$ cat src/rtl/ex_stage_mdu_if.sv
// Execute-stage bus: ID/EX operands and controls in, EX/MEM register and
// hazard-unit handshake out.
//   master : ID/EX side and hazard unit (drives E-stage fields, observes results)
//   slave  : ex_stage_mdu (consumes E-stage fields, drives busyE/pcsrcE/M fields)
interface ex_stage_mdu_if #(
  parameter int unsigned XLEN = 32,
  parameter int unsigned REGW = 5
);
  // E-stage inputs
  logic            validE;
  logic            flushE;
  logic            regwriteE;
  logic            memwriteE;
  logic            jumpE;
  logic            branchE;
  logic            alusrcE;
  logic [1:0]      resultsrcE;
  logic [1:0]      forwardAE;
  logic [1:0]      forwardBE;
  logic [3:0]      alucontrolE;
  logic [XLEN-1:0] rd1E;
  logic [XLEN-1:0] rd2E;
  logic [XLEN-1:0] pcE;
  logic [XLEN-1:0] pcplus4E;
  logic [XLEN-1:0] immextE;
  logic [XLEN-1:0] resultW;
  logic [REGW-1:0] rdE;

  // hazard / fetch feedback (combinational)
  logic            busyE;
  logic            pcsrcE;
  logic [XLEN-1:0] pctargetE;

  // EX/MEM register
  logic            validM;
  logic            regwriteM;
  logic            memwriteM;
  logic [1:0]      resultsrcM;
  logic [XLEN-1:0] aluresultM;
  logic [XLEN-1:0] writedataM;
  logic [XLEN-1:0] pcplus4M;
  logic [REGW-1:0] rdM;

  modport master (
    output validE, flushE, regwriteE, memwriteE, jumpE, branchE, alusrcE,
           resultsrcE, forwardAE, forwardBE, alucontrolE,
           rd1E, rd2E, pcE, pcplus4E, immextE, resultW, rdE,
    input  busyE, pcsrcE, pctargetE,
           validM, regwriteM, memwriteM, resultsrcM,
           aluresultM, writedataM, pcplus4M, rdM
  );

  modport slave (
    input  validE, flushE, regwriteE, memwriteE, jumpE, branchE, alusrcE,
           resultsrcE, forwardAE, forwardBE, alucontrolE,
           rd1E, rd2E, pcE, pcplus4E, immextE, resultW, rdE,
    output busyE, pcsrcE, pctargetE,
           validM, regwriteM, memwriteM, resultsrcM,
           aluresultM, writedataM, pcplus4M, rdM
  );
endinterface

$ cat src/rtl/ex_stage_mdu.sv
// Execute stage: operand forwarding, single-cycle ALU, branch/jump resolution,
// iterative unsigned multiply/divide with a stall request, and the EX/MEM
// pipeline register with valid bit, flush and bubble insertion.
// Ports:
//   clk  - clock, rising edge
//   rst  - asynchronous active-low reset
//   bus  - ex_stage_mdu_if.slave (E-stage inputs, busyE/pcsrcE/pctargetE, M outputs)
module ex_stage_mdu #(
  parameter int unsigned XLEN   = 32,
  parameter int unsigned REGW   = 5,
  parameter bit          MDU_EN = 1'b1
) (
  input  logic           clk,
  input  logic           rst,
  ex_stage_mdu_if.slave  bus
);

  localparam int unsigned SHW = $clog2(XLEN);
  localparam int unsigned CW  = $clog2(XLEN + 1);

  typedef enum logic [1:0] {IDLE, RUN, DONE} state_t;

  state_t          state_q, state_d;
  logic [CW-1:0]   cnt_q, cnt_d;
  logic [XLEN-1:0] acc_q, acc_d;   // product high half / partial remainder
  logic [XLEN-1:0] lo_q, lo_d;     // product low half / quotient
  logic [XLEN-1:0] opb_q, opb_d;   // latched multiplicand / divisor
  logic [1:0]      op_q, op_d;     // bit1: divide, bit0: high-half/remainder

  logic [XLEN-1:0] srca, srcb, writedata;
  logic [XLEN-1:0] alu_res, mdu_res, aluresult;
  logic [SHW-1:0]  shamt;
  logic            is_mdu, zero, busy_c;
  logic [XLEN:0]   sum, shifted, diff;

  // Forwarding muxes
  always_comb begin
    case (bus.forwardAE)
      2'b00:   srca = bus.rd1E;
      2'b01:   srca = bus.resultW;
      2'b10:   srca = bus.aluresultM;
      default: srca = '0;
    endcase
    case (bus.forwardBE)
      2'b00:   writedata = bus.rd2E;
      2'b01:   writedata = bus.resultW;
      2'b10:   writedata = bus.aluresultM;
      default: writedata = '0;
    endcase
  end

  assign srcb   = bus.alusrcE ? bus.immextE : writedata;
  assign shamt  = srcb[SHW-1:0];
  assign is_mdu = (bus.alucontrolE[3:2] == 2'b11);

  // Single-cycle ALU; MDU opcodes fall back to add when the MDU is absent
  always_comb begin
    alu_res = '0;
    case (bus.alucontrolE)
      4'b0000: alu_res = srca + srcb;
      4'b0001: alu_res = srca - srcb;
      4'b0010: alu_res = srca & srcb;
      4'b0011: alu_res = srca | srcb;
      4'b0100: alu_res = srca ^ srcb;
      4'b0101: alu_res = XLEN'($signed(srca) < $signed(srcb));
      4'b0110: alu_res = XLEN'(srca < srcb);
      4'b0111: alu_res = srca << shamt;
      4'b1000: alu_res = srca >> shamt;
      4'b1001: alu_res = $signed(srca) >>> shamt;
      4'b1100, 4'b1101, 4'b1110, 4'b1111: alu_res = srca + srcb;
      default: alu_res = '0;
    endcase
  end

  assign mdu_res   = op_q[0] ? acc_q : lo_q;
  assign aluresult = (MDU_EN && is_mdu) ? mdu_res : alu_res;
  assign zero      = (aluresult == '0);

  assign bus.pctargetE = bus.pcE + bus.immextE;
  assign bus.pcsrcE    = bus.validE & ~bus.flushE & ((bus.branchE & zero) | bus.jumpE);

  // Radix-2 step datapath: shift-add multiply and restoring divide
  assign sum     = {1'b0, acc_q} + {1'b0, opb_q};
  assign shifted = {acc_q, lo_q[XLEN-1]};
  assign diff    = shifted - {1'b0, opb_q};

  // MDU next-state and stall request
  always_comb begin
    state_d = state_q;
    cnt_d   = cnt_q;
    acc_d   = acc_q;
    lo_d    = lo_q;
    opb_d   = opb_q;
    op_d    = op_q;
    busy_c  = 1'b0;
    case (state_q)
      IDLE: begin
        if (MDU_EN && bus.validE && !bus.flushE && is_mdu) begin
          busy_c  = 1'b1;
          acc_d   = '0;
          lo_d    = srca;
          opb_d   = srcb;
          op_d    = bus.alucontrolE[1:0];
          cnt_d   = CW'(XLEN);
          state_d = RUN;
        end
      end
      RUN: begin
        busy_c = 1'b1;
        if (bus.flushE) begin
          state_d = IDLE;
        end else begin
          if (!op_q[1]) begin
            if (lo_q[0]) {acc_d, lo_d} = {sum, lo_q[XLEN-1:1]};
            else         {acc_d, lo_d} = {1'b0, acc_q, lo_q[XLEN-1:1]};
          end else begin
            // borrow out means the trial subtraction failed: restore
            if (diff[XLEN]) begin
              acc_d = shifted[XLEN-1:0];
              lo_d  = {lo_q[XLEN-2:0], 1'b0};
            end else begin
              acc_d = diff[XLEN-1:0];
              lo_d  = {lo_q[XLEN-2:0], 1'b1};
            end
          end
          cnt_d = cnt_q - CW'(1);
          if (cnt_q == CW'(1)) state_d = DONE;
        end
      end
      DONE:    state_d = IDLE;
      default: state_d = IDLE;
    endcase
  end

  // No stall is requested while the stage is held in reset
  assign bus.busyE = rst & busy_c;

  // MDU state register
  always_ff @(posedge clk or negedge rst) begin
    if (!rst) begin
      state_q <= IDLE;
      cnt_q   <= '0;
      acc_q   <= '0;
      lo_q    <= '0;
      opb_q   <= '0;
      op_q    <= '0;
    end else begin
      state_q <= state_d;
      cnt_q   <= cnt_d;
      acc_q   <= acc_d;
      lo_q    <= lo_d;
      opb_q   <= opb_d;
      op_q    <= op_d;
    end
  end

  // EX/MEM register: flush or stall inserts a bubble, data fields hold
  logic            valid_m, regwrite_m, memwrite_m;
  logic [1:0]      resultsrc_m;
  logic [XLEN-1:0] aluresult_m, writedata_m, pcplus4_m;
  logic [REGW-1:0] rd_m;

  always_ff @(posedge clk or negedge rst) begin
    if (!rst) begin
      valid_m     <= 1'b0;
      regwrite_m  <= 1'b0;
      memwrite_m  <= 1'b0;
      resultsrc_m <= '0;
      aluresult_m <= '0;
      writedata_m <= '0;
      pcplus4_m   <= '0;
      rd_m        <= '0;
    end else if (bus.flushE || busy_c) begin
      valid_m    <= 1'b0;
      regwrite_m <= 1'b0;
      memwrite_m <= 1'b0;
    end else begin
      valid_m     <= bus.validE;
      regwrite_m  <= bus.regwriteE & bus.validE;
      memwrite_m  <= bus.memwriteE & bus.validE;
      resultsrc_m <= bus.resultsrcE;
      aluresult_m <= aluresult;
      writedata_m <= writedata;
      pcplus4_m   <= bus.pcplus4E;
      rd_m        <= bus.rdE;
    end
  end

  assign bus.validM     = valid_m;
  assign bus.regwriteM  = regwrite_m;
  assign bus.memwriteM  = memwrite_m;
  assign bus.resultsrcM = resultsrc_m;
  assign bus.aluresultM = aluresult_m;
  assign bus.writedataM = writedata_m;
  assign bus.pcplus4M   = pcplus4_m;
  assign bus.rdM        = rd_m;

endmodule
$ cat src/flat_wrapper.sv
// flat-port wrapper written by rule: the top's interface ports become plain ports
module ex_stage_mdu_flat 
#(
  parameter int unsigned XLEN   = 32,
  parameter int unsigned REGW   = 5,
  parameter bit          MDU_EN = 1'b1
)
  (clk, rst, bus_validE, bus_flushE, bus_regwriteE, bus_memwriteE, bus_jumpE, bus_branchE, bus_alusrcE, bus_resultsrcE, bus_forwardAE, bus_forwardBE, bus_alucontrolE, bus_rd1E, bus_rd2E, bus_pcE, bus_pcplus4E, bus_immextE, bus_resultW, bus_rdE, bus_busyE, bus_pcsrcE, bus_pctargetE, bus_validM, bus_regwriteM, bus_memwriteM, bus_resultsrcM, bus_aluresultM, bus_writedataM, bus_pcplus4M, bus_rdM);
  ex_stage_mdu_if #(.XLEN(XLEN), .REGW(REGW)) bus_i ();
  input  logic clk;
  input  logic rst;
  input wire logic [$bits(bus_i.validE)-1:0] bus_validE;
  input wire logic [$bits(bus_i.flushE)-1:0] bus_flushE;
  input wire logic [$bits(bus_i.regwriteE)-1:0] bus_regwriteE;
  input wire logic [$bits(bus_i.memwriteE)-1:0] bus_memwriteE;
  input wire logic [$bits(bus_i.jumpE)-1:0] bus_jumpE;
  input wire logic [$bits(bus_i.branchE)-1:0] bus_branchE;
  input wire logic [$bits(bus_i.alusrcE)-1:0] bus_alusrcE;
  input wire logic [$bits(bus_i.resultsrcE)-1:0] bus_resultsrcE;
  input wire logic [$bits(bus_i.forwardAE)-1:0] bus_forwardAE;
  input wire logic [$bits(bus_i.forwardBE)-1:0] bus_forwardBE;
  input wire logic [$bits(bus_i.alucontrolE)-1:0] bus_alucontrolE;
  input wire logic [$bits(bus_i.rd1E)-1:0] bus_rd1E;
  input wire logic [$bits(bus_i.rd2E)-1:0] bus_rd2E;
  input wire logic [$bits(bus_i.pcE)-1:0] bus_pcE;
  input wire logic [$bits(bus_i.pcplus4E)-1:0] bus_pcplus4E;
  input wire logic [$bits(bus_i.immextE)-1:0] bus_immextE;
  input wire logic [$bits(bus_i.resultW)-1:0] bus_resultW;
  input wire logic [$bits(bus_i.rdE)-1:0] bus_rdE;
  output wire logic [$bits(bus_i.busyE)-1:0] bus_busyE;
  output wire logic [$bits(bus_i.pcsrcE)-1:0] bus_pcsrcE;
  output wire logic [$bits(bus_i.pctargetE)-1:0] bus_pctargetE;
  output wire logic [$bits(bus_i.validM)-1:0] bus_validM;
  output wire logic [$bits(bus_i.regwriteM)-1:0] bus_regwriteM;
  output wire logic [$bits(bus_i.memwriteM)-1:0] bus_memwriteM;
  output wire logic [$bits(bus_i.resultsrcM)-1:0] bus_resultsrcM;
  output wire logic [$bits(bus_i.aluresultM)-1:0] bus_aluresultM;
  output wire logic [$bits(bus_i.writedataM)-1:0] bus_writedataM;
  output wire logic [$bits(bus_i.pcplus4M)-1:0] bus_pcplus4M;
  output wire logic [$bits(bus_i.rdM)-1:0] bus_rdM;
  assign bus_i.validE = bus_validE;
  assign bus_i.flushE = bus_flushE;
  assign bus_i.regwriteE = bus_regwriteE;
  assign bus_i.memwriteE = bus_memwriteE;
  assign bus_i.jumpE = bus_jumpE;
  assign bus_i.branchE = bus_branchE;
  assign bus_i.alusrcE = bus_alusrcE;
  assign bus_i.resultsrcE = bus_resultsrcE;
  assign bus_i.forwardAE = bus_forwardAE;
  assign bus_i.forwardBE = bus_forwardBE;
  assign bus_i.alucontrolE = bus_alucontrolE;
  assign bus_i.rd1E = bus_rd1E;
  assign bus_i.rd2E = bus_rd2E;
  assign bus_i.pcE = bus_pcE;
  assign bus_i.pcplus4E = bus_pcplus4E;
  assign bus_i.immextE = bus_immextE;
  assign bus_i.resultW = bus_resultW;
  assign bus_i.rdE = bus_rdE;
  assign bus_busyE = bus_i.busyE;
  assign bus_pcsrcE = bus_i.pcsrcE;
  assign bus_pctargetE = bus_i.pctargetE;
  assign bus_validM = bus_i.validM;
  assign bus_regwriteM = bus_i.regwriteM;
  assign bus_memwriteM = bus_i.memwriteM;
  assign bus_resultsrcM = bus_i.resultsrcM;
  assign bus_aluresultM = bus_i.aluresultM;
  assign bus_writedataM = bus_i.writedataM;
  assign bus_pcplus4M = bus_i.pcplus4M;
  assign bus_rdM = bus_i.rdM;
  ex_stage_mdu #(.XLEN(XLEN), .REGW(REGW), .MDU_EN(MDU_EN)) u_core (.clk(clk), .rst(rst), .bus(bus_i));
endmodule
$ cat config.mk
export PLATFORM = sky130hd
export DESIGN_NAME = ex_stage_mdu_flat
export DESIGN_NICKNAME = d
export VERILOG_FILES = /design/src/rtl/ex_stage_mdu_if.sv /design/src/rtl/ex_stage_mdu.sv /design/src/flat_wrapper.sv
export SDC_FILE = /design/constraint.sdc
export NUM_CORES = 1
export LEC_CHECK = 0
export CAP_MARGIN = 20
export CORE_MARGIN = 2
export CORE_UTILIZATION = 50
export CTS_CLUSTER_DIAMETER = 40
export CTS_CLUSTER_SIZE = 14
export DETAILED_ROUTE_END_ITERATION = 10
export HOLD_SLACK_MARGIN = 0.12
export MAX_ROUTING_LAYER = met4
export PLACE_DENSITY = 0.74
export SYNTH_ARGS = -nofsm -noshare
export SYNTH_HDL_FRONTEND = slang
export SYNTH_SLANG_ARGS = --single-unit
$ cat constraint.sdc
create_clock -name clk -period 11.25 [get_ports clk]
set_input_delay 2.25 -clock clk [delete_from_list [all_inputs] [get_ports clk]]
set_output_delay 2.25 -clock clk [all_outputs]
set_load 0.01 [all_outputs]
## Word level (Yosys, flattened, before mapping)

Index checks and enable logic that the tools add are counted.

- Memories kept: 0
- RAM bits: 0
- Bits in latches: 0
- Memory bits (read-only): 0
- Output and inout bits: 140
- Logic and storage cells: 103
- Input bits: 216
- Register bits after elaboration: 212

- Multiply operators: 0
- Bitwise operators: 11
- Reduce and logical (&&, ||, !) cells: 14
- Shift operators: 3
- $lt $le $gt $ge: 2
- Eq/ne operators: 23
- Add/sub/neg operators: 6
- Divide/modulo/power cells: 0
- Muxes and demuxes: 30

Operators with widths:

| kind | number |
|---|---|
| 2-to-1 mux 32 bit | 12 |
| case mux 32 bit (10 select lines) | 1 |
| case mux 32 bit (3 select lines) | 2 |
| case mux 32 bit (2 select lines) | 2 |
| adder 32 bit | 2 |
| less-than comparator 32 bit | 2 |
| adder 32 x 32 -> 33 bit | 1 |
| subtractor 33 x 32 -> 33 bit | 1 |
| bitwise AND 32 bit | 1 |
| logical NOT 32 bit | 1 |
| bitwise OR 32 bit | 1 |
| << shifter 32 x 5 -> 32 bit | 1 |
| right shift 32 x 5 -> 32 bit | 1 |
| >>> shifter 32 x 5 -> 32 bit | 1 |
| subtractor 32 bit | 1 |
| XOR 32 bit | 1 |
| equality test 4 bit (second input constant) | 6 |
| equality test 4 x 3 -> 1 bit (second input constant) | 4 |
| 2-to-1 mux 6 bit | 2 |
| case mux 6 bit (2 select lines) | 1 |
| equality test 4 x 2 -> 1 bit (second input constant) | 2 |
| bitwise AND 1 bit | 6 |
| equality test 2 x 1 -> 1 bit (second input constant) | 3 |
| equality test 2 bit (second input constant) | 3 |
| 21 further kinds | 31 |

## Longest topological paths before layout

- Depth after elaboration: 10
- Gate-level depth with buffers: 24
- Depth with buffers taken out: 19

## Worst setup path before layout

No wires, ideal clock.

- Path kind: input-to-output
- Start: in bus_forwardBE[0]
- End: out bus_pcsrcE
- Path slack: 1.660 ns
- Path buffers: 7
- Arrival time: 7.340 ns
- Stages: 23
- Required time: 9.000 ns
- Path through: buf_6 > buf_4 > mux2i_1 > o2bb2ai_1 > mux2i_1 > buf_2 > buf_1 > buf_2 > buf_1 > ha_1 > clkbuf_1 > a221oi_1 > a31oi_1 > o211ai_1 > o21ai_1 > or3_1 > a221oi_1 > a21oi_1 > o32ai_1 > nand4b_1 > or4_1 > nor4b_2 > a32o_1

- Word-level cells in the longest chain between the ends: 10
- Elaborated cells between the ends (all ways): 21
- Those cells by class: add/sub: 2; order compare: 2; eq/ne: 2; shift: 3; mux: 4; bitwise: 6; reduce/logical: 2

Ends and longest elaborated chain:

| element | line | text |
|---|---|---|
| from (decl) | flat_wrapper.sv:21 | `input wire logic [$bits(bus_i.forwardBE)-1:0] bus_forwardBE;` |
| equality test 2 bit, or another cell as far along | ex_stage_mdu.sv:44 | `case (bus.forwardBE)` |
| case mux 32 bit (3 select lines) (*) | ex_stage_mdu.sv:44 |  |
| 2-to-1 mux 32 bit (*) | ex_stage_mdu.sv:52 | `assign srcb = bus.alusrcE ? bus.immextE : writedata;` |
| adder 32 bit, or another cell as far along | ex_stage_mdu.sv:60, ex_stage_mdu.sv:70 |  |
| case mux 32 bit (10 select lines) (*) | ex_stage_mdu.sv:59 | `case (bus.alucontrolE)` |
| 2-to-1 mux 32 bit (*) | ex_stage_mdu.sv:76 | `assign aluresult = (MDU_EN && is_mdu) ? mdu_res : alu_res;` |
| logical NOT 32 bit (*) | ex_stage_mdu.sv:77 | `assign zero = (aluresult == '0);` |
| bitwise AND 1 bit (*) | ex_stage_mdu.sv:80 | `assign bus.pcsrcE = bus.validE & ~bus.flushE & ((bus.branchE & zero) \| bus.jumpE);` |
| bitwise OR 1 bit (*) | ex_stage_mdu.sv:80 |  |
| bitwise AND 1 bit (*) | ex_stage_mdu.sv:80 |  |
| to (decl) | flat_wrapper.sv:31 | `output wire logic [$bits(bus_i.pcsrcE)-1:0] bus_pcsrcE;` |

Every way passes the cells marked *; elsewhere a longest branch is shown, timed or not.

## Worst setup path in the final report

- Start: in bus_forwardBE[1]
- End: out bus_pcsrcE

Same word-level chain as after synthesis.

==> impl_results.md <==
* Top_reg_cell synth: dfrtp_1
* Final Hold Slack at roughly 500 ps
* Final setup vio count at 0
* Routed Antenna Nets at 0
* Largest delay contributor family on the critical path: compound AO/OA/AOI/OAI gates
* Die Y at ~230 um
* Outcome: complete, no violations
* Detailed Route Iter0 Violations at 4363
* CP Class: in2out
* F_max at 0.0894 GHz
* Router iterations before antenna repair at 7
* Starting Density at 0.504
* Syn Area/Cell at 7.88 um2
* Synth Register Bits at 212
* Vias in the first global route at 28800
* Io pins at about 360
* CP Launch Type: input pin
* Nets at 3986
* Synth cell count leaders: 346 x o21ai_0, 332 x nand2_1, 276 x mux2i_1
* TritonCTS clock tree: built
* DIE AREA at around 52000 um2
* Critical Path AT at between 8000 and 9000 ps
* CP max-delay cell: o311ai_0
* Min-Delay Path Class: reg2reg
* Worst path buffer plus inverter count at 5
* IO buf count at 355
* Worst-path maximum fanout at 16
* GPL Wtd Cong at between 1 and 1.5
* Top cells by area, synth: dfrtp_1 21%, mux2i_1 11%, ha_1 9.6%
* VDD IR-drop max at approximately 0.20 mV
* Fill cell count at between 4000 and 5000
* PwrDens at between 200 and 250 nW/um2
* Vias at roughly 30000
* CTS max path bufs at 3
* Core area at 50000 um2
* Slew margin rel. at 0.250
* FP Rows at 82
* Dpl hpwl at just under 100000 um
* Max Cap Viol at 0
* Crit end category: primary output
* DR WL/cell at approximately 30 um
* Final WL at 128000 um
* Layout cells sized above 1 at 0.118
* Ys async rst share at 1.00
* Final slew viol count at 0
* Synthesized instance count at between 3000 and 4000
* Static leakage at about 0.014 uW
* Most frequent cell after synthesis: o21ai_0
* Clk_lat worst skew at about 610 ps
* Congestion Overflow GR at 0
* Worst endpoint required time at 9000 ps
* DR vias/cell at roughly 6.9
* RSZ-0062 raised after global routing: false
* Pin count of the biggest net entering global routing at 94
* Period utilization at 0.995
* Min Clock Period, post-route at approximately 11000 ps
* Post-Route Utilization at 0.637
* Worst-path clk slew at about 50 ps
* DRC at 0
* FF/Latch Area at around 5300 um2
* Cell taking the most area after synthesis: dfrtp_1
* CP max stage delay at roughly 670 ps
* Power, Total at between 6000 and 7000 uW
* Post-Syn Nets at about 3600
* Post-synth EDFFs at 0
* Multi-input logic area at 18400 um2
* Mapped cell area at around 25000 um2
* Share of the synthesized area in the top cell type at 0.211
* Library cells used by synthesis at 98
* H-Tree Depth at 2
* Initial antenna violation count at 5
* YS warnings at 0
* Final Skew at around 37 ps
* Synthesis-to-layout area growth at 26.4%
* Cell Chain, Critical Path: clkdlybuf4s50_1 > nor2b_2 > buf_4 > nand2_1 > o21ai_0 > mux2i_1 > buf_4 > ha_1 > inv_1 > o21a_1 > o311ai_0 > a21oi_1 > o2bb2ai_1 > o21ai_0 > a21oi_1 > nand3_1 > nor4_1 > nand4_1 > or4_1 > nor4b_2 > a32o_1 > clkdlybuf4s50_1
* Final hold vios at 0
* CTS buffer count at 47
* Tot GR Track Use at 0.490
* Die Width at 228 um
* First-pass GRT wire length at between 150000 and 200000 um
* Clk sinks at between 200 and 250
* Worst Max-Slew Pin Slew at approximately 1100 ps
* Post-synthesis sequential area ratio at 0.211
* Root Buffer: clkbuf_16
==> placed cells by master (no fill, tap or decap), drive strengths merged, types with 14 or more instances in the layout <==
| cell | count |
|---|---|
| a211oi | 41 |
| a21o | 49 |
| a21oi | 218 |
| a221oi | 19 |
| a31oi | 31 |
| and3 | 14 |
| buf | 182 |
| clkbuf | 55 |
| clkdlybuf4s50 | 351 |
| dfrtp | 212 |
| ha | 194 |
| inv | 165 |
| mux2 | 96 |
| mux2i | 286 |
| nand2 | 333 |
| nand2b | 33 |
| nand3 | 45 |
| nand4 | 18 |
| nor2 | 238 |
| nor2b | 30 |
| nor3 | 51 |
| nor4 | 17 |
| o211ai | 46 |
| o21a | 27 |
| o21ai | 350 |
| o21bai | 23 |
| o221ai | 21 |
| o22ai | 75 |
| o2bb2ai | 40 |
| o31ai | 19 |
| xnor2 | 70 |
| xor2 | 22 |
==> metrics by stage <==
stage                     worst slack (ps)  setup TNS (ps)  cells  cell area, um2
after CTS                             2.23               0   4280           31800
after global routing                  1.61               0   4286           31800
after floorplan                       1660               0   3194           25200
final                                 59.1               0   4287           31800
after detailed placement              -197            -197   4192           30000
after global placement               -81.3           -81.3   4192           30000
==> per-layer routing <==
metal | global-route usage | vias to the layer above | part of all wire
met5 | - | - | 0
li1 | - | 12600 | -
met3 | 0.138 | 506 | 0.13
met2 | 0.714 | 2213 | 0.42
met4 | 0.318 | 0 | 0.080
met1 | 0.592 | 14100 | 0.37
==> cells by family after synthesis <==
| logic type | after synthesis | share of synthesized area |
|---|---|---|
| AO/OA/AOI/OAI | 1101 | 0.283 |
| AND/OR/NAND/NOR | 842 | 0.151 |
| XOR/XNOR | 92 | 0.0320 |
| multiplexers | 383 | 0.161 |
| flip-flops | 212 | 0.211 |
| adder cells (fa/ha/maj) | 199 | 0.100 |
| buffers and inverters | 365 | 0.0620 |
==> what timing repair did <==
| action | CTS | global route |
|---|---|---|
| setup buffers | 0 | 2 |
| pin swaps | 1 | 1 |
| endpoints found under the setup margin | 1 | 1 |
| resized for setup | 1 | 4 |
| hold buffers | 0 | 0 |
| hold endpoints to repair | 0 | 0 |
==> registers in the layout (all words and copies together), names as in the netlist <==
name	count
u_core.bus.rdM	5
u_core.acc_q	32
u_core.bus.pcplus4M	32
u_core.state_q	2
u_core.cnt_q	6
u_core.bus.aluresultM	32
u_core.bus.regwriteM	1
u_core.lo_q	32
u_core.bus.memwriteM	1
u_core.bus.validM	1
u_core.op_q	2
u_core.bus.writedataM	32
u_core.opb_q	32
u_core.bus.resultsrcM	2
==> final cells by class <==
| class | count | share of cell area |
|---|---|---|
| multi-input cells | 2617 | 0.578 |
| flip-flops and latches | 212 | 0.167 |
| repair buffers | 533 | 0.155 |
| clock buffers | 55 | 0.0395 |
| well taps | 672 | 0.0264 |
| inverters | 160 | 0.0190 |
| clock inverters | 33 | 0.0148 |
| diodes | 5 | 0.000393 |
==> worst reg2reg max path: cells and delay by family, from the launching register on <==
kind / cells / cell delay (ps)
fa+ha+maj: 1 / 410
compound gates: 11 / 3280
mux: 1 / 200
simple gates: 2 / 890
flops: 1 / 520
==> worst paths after layout <==
kind	start	endpoint	slack (ps)	cells after the start
max in group asynchronous	rst	u_core.bus.aluresultM[26]	7340	3
setup reg to reg	u_core.bus.aluresultM[2]	u_core.bus.aluresultM[30]	5860	15
hold / removal	u_core.bus.writedataM[1]	u_core.bus.writedataM[1]	500	2
setup / recovery	bus_forwardBE[1]	bus_pcsrcE	60	22
hold reg to reg	u_core.bus.writedataM[1]	u_core.bus.writedataM[1]	500	2
min in group asynchronous	rst	u_core.cnt_q[0]	1640	1
==> power by group <==
group	switching [uW]	internal, uW	leakage, uW
Clock	538	997	0.000822
Sequential	318	967	0.00269
Combinational	2250	1530	0.0104
Total	3110	3490	0.0139
Power figures use the tool's default switching activity.
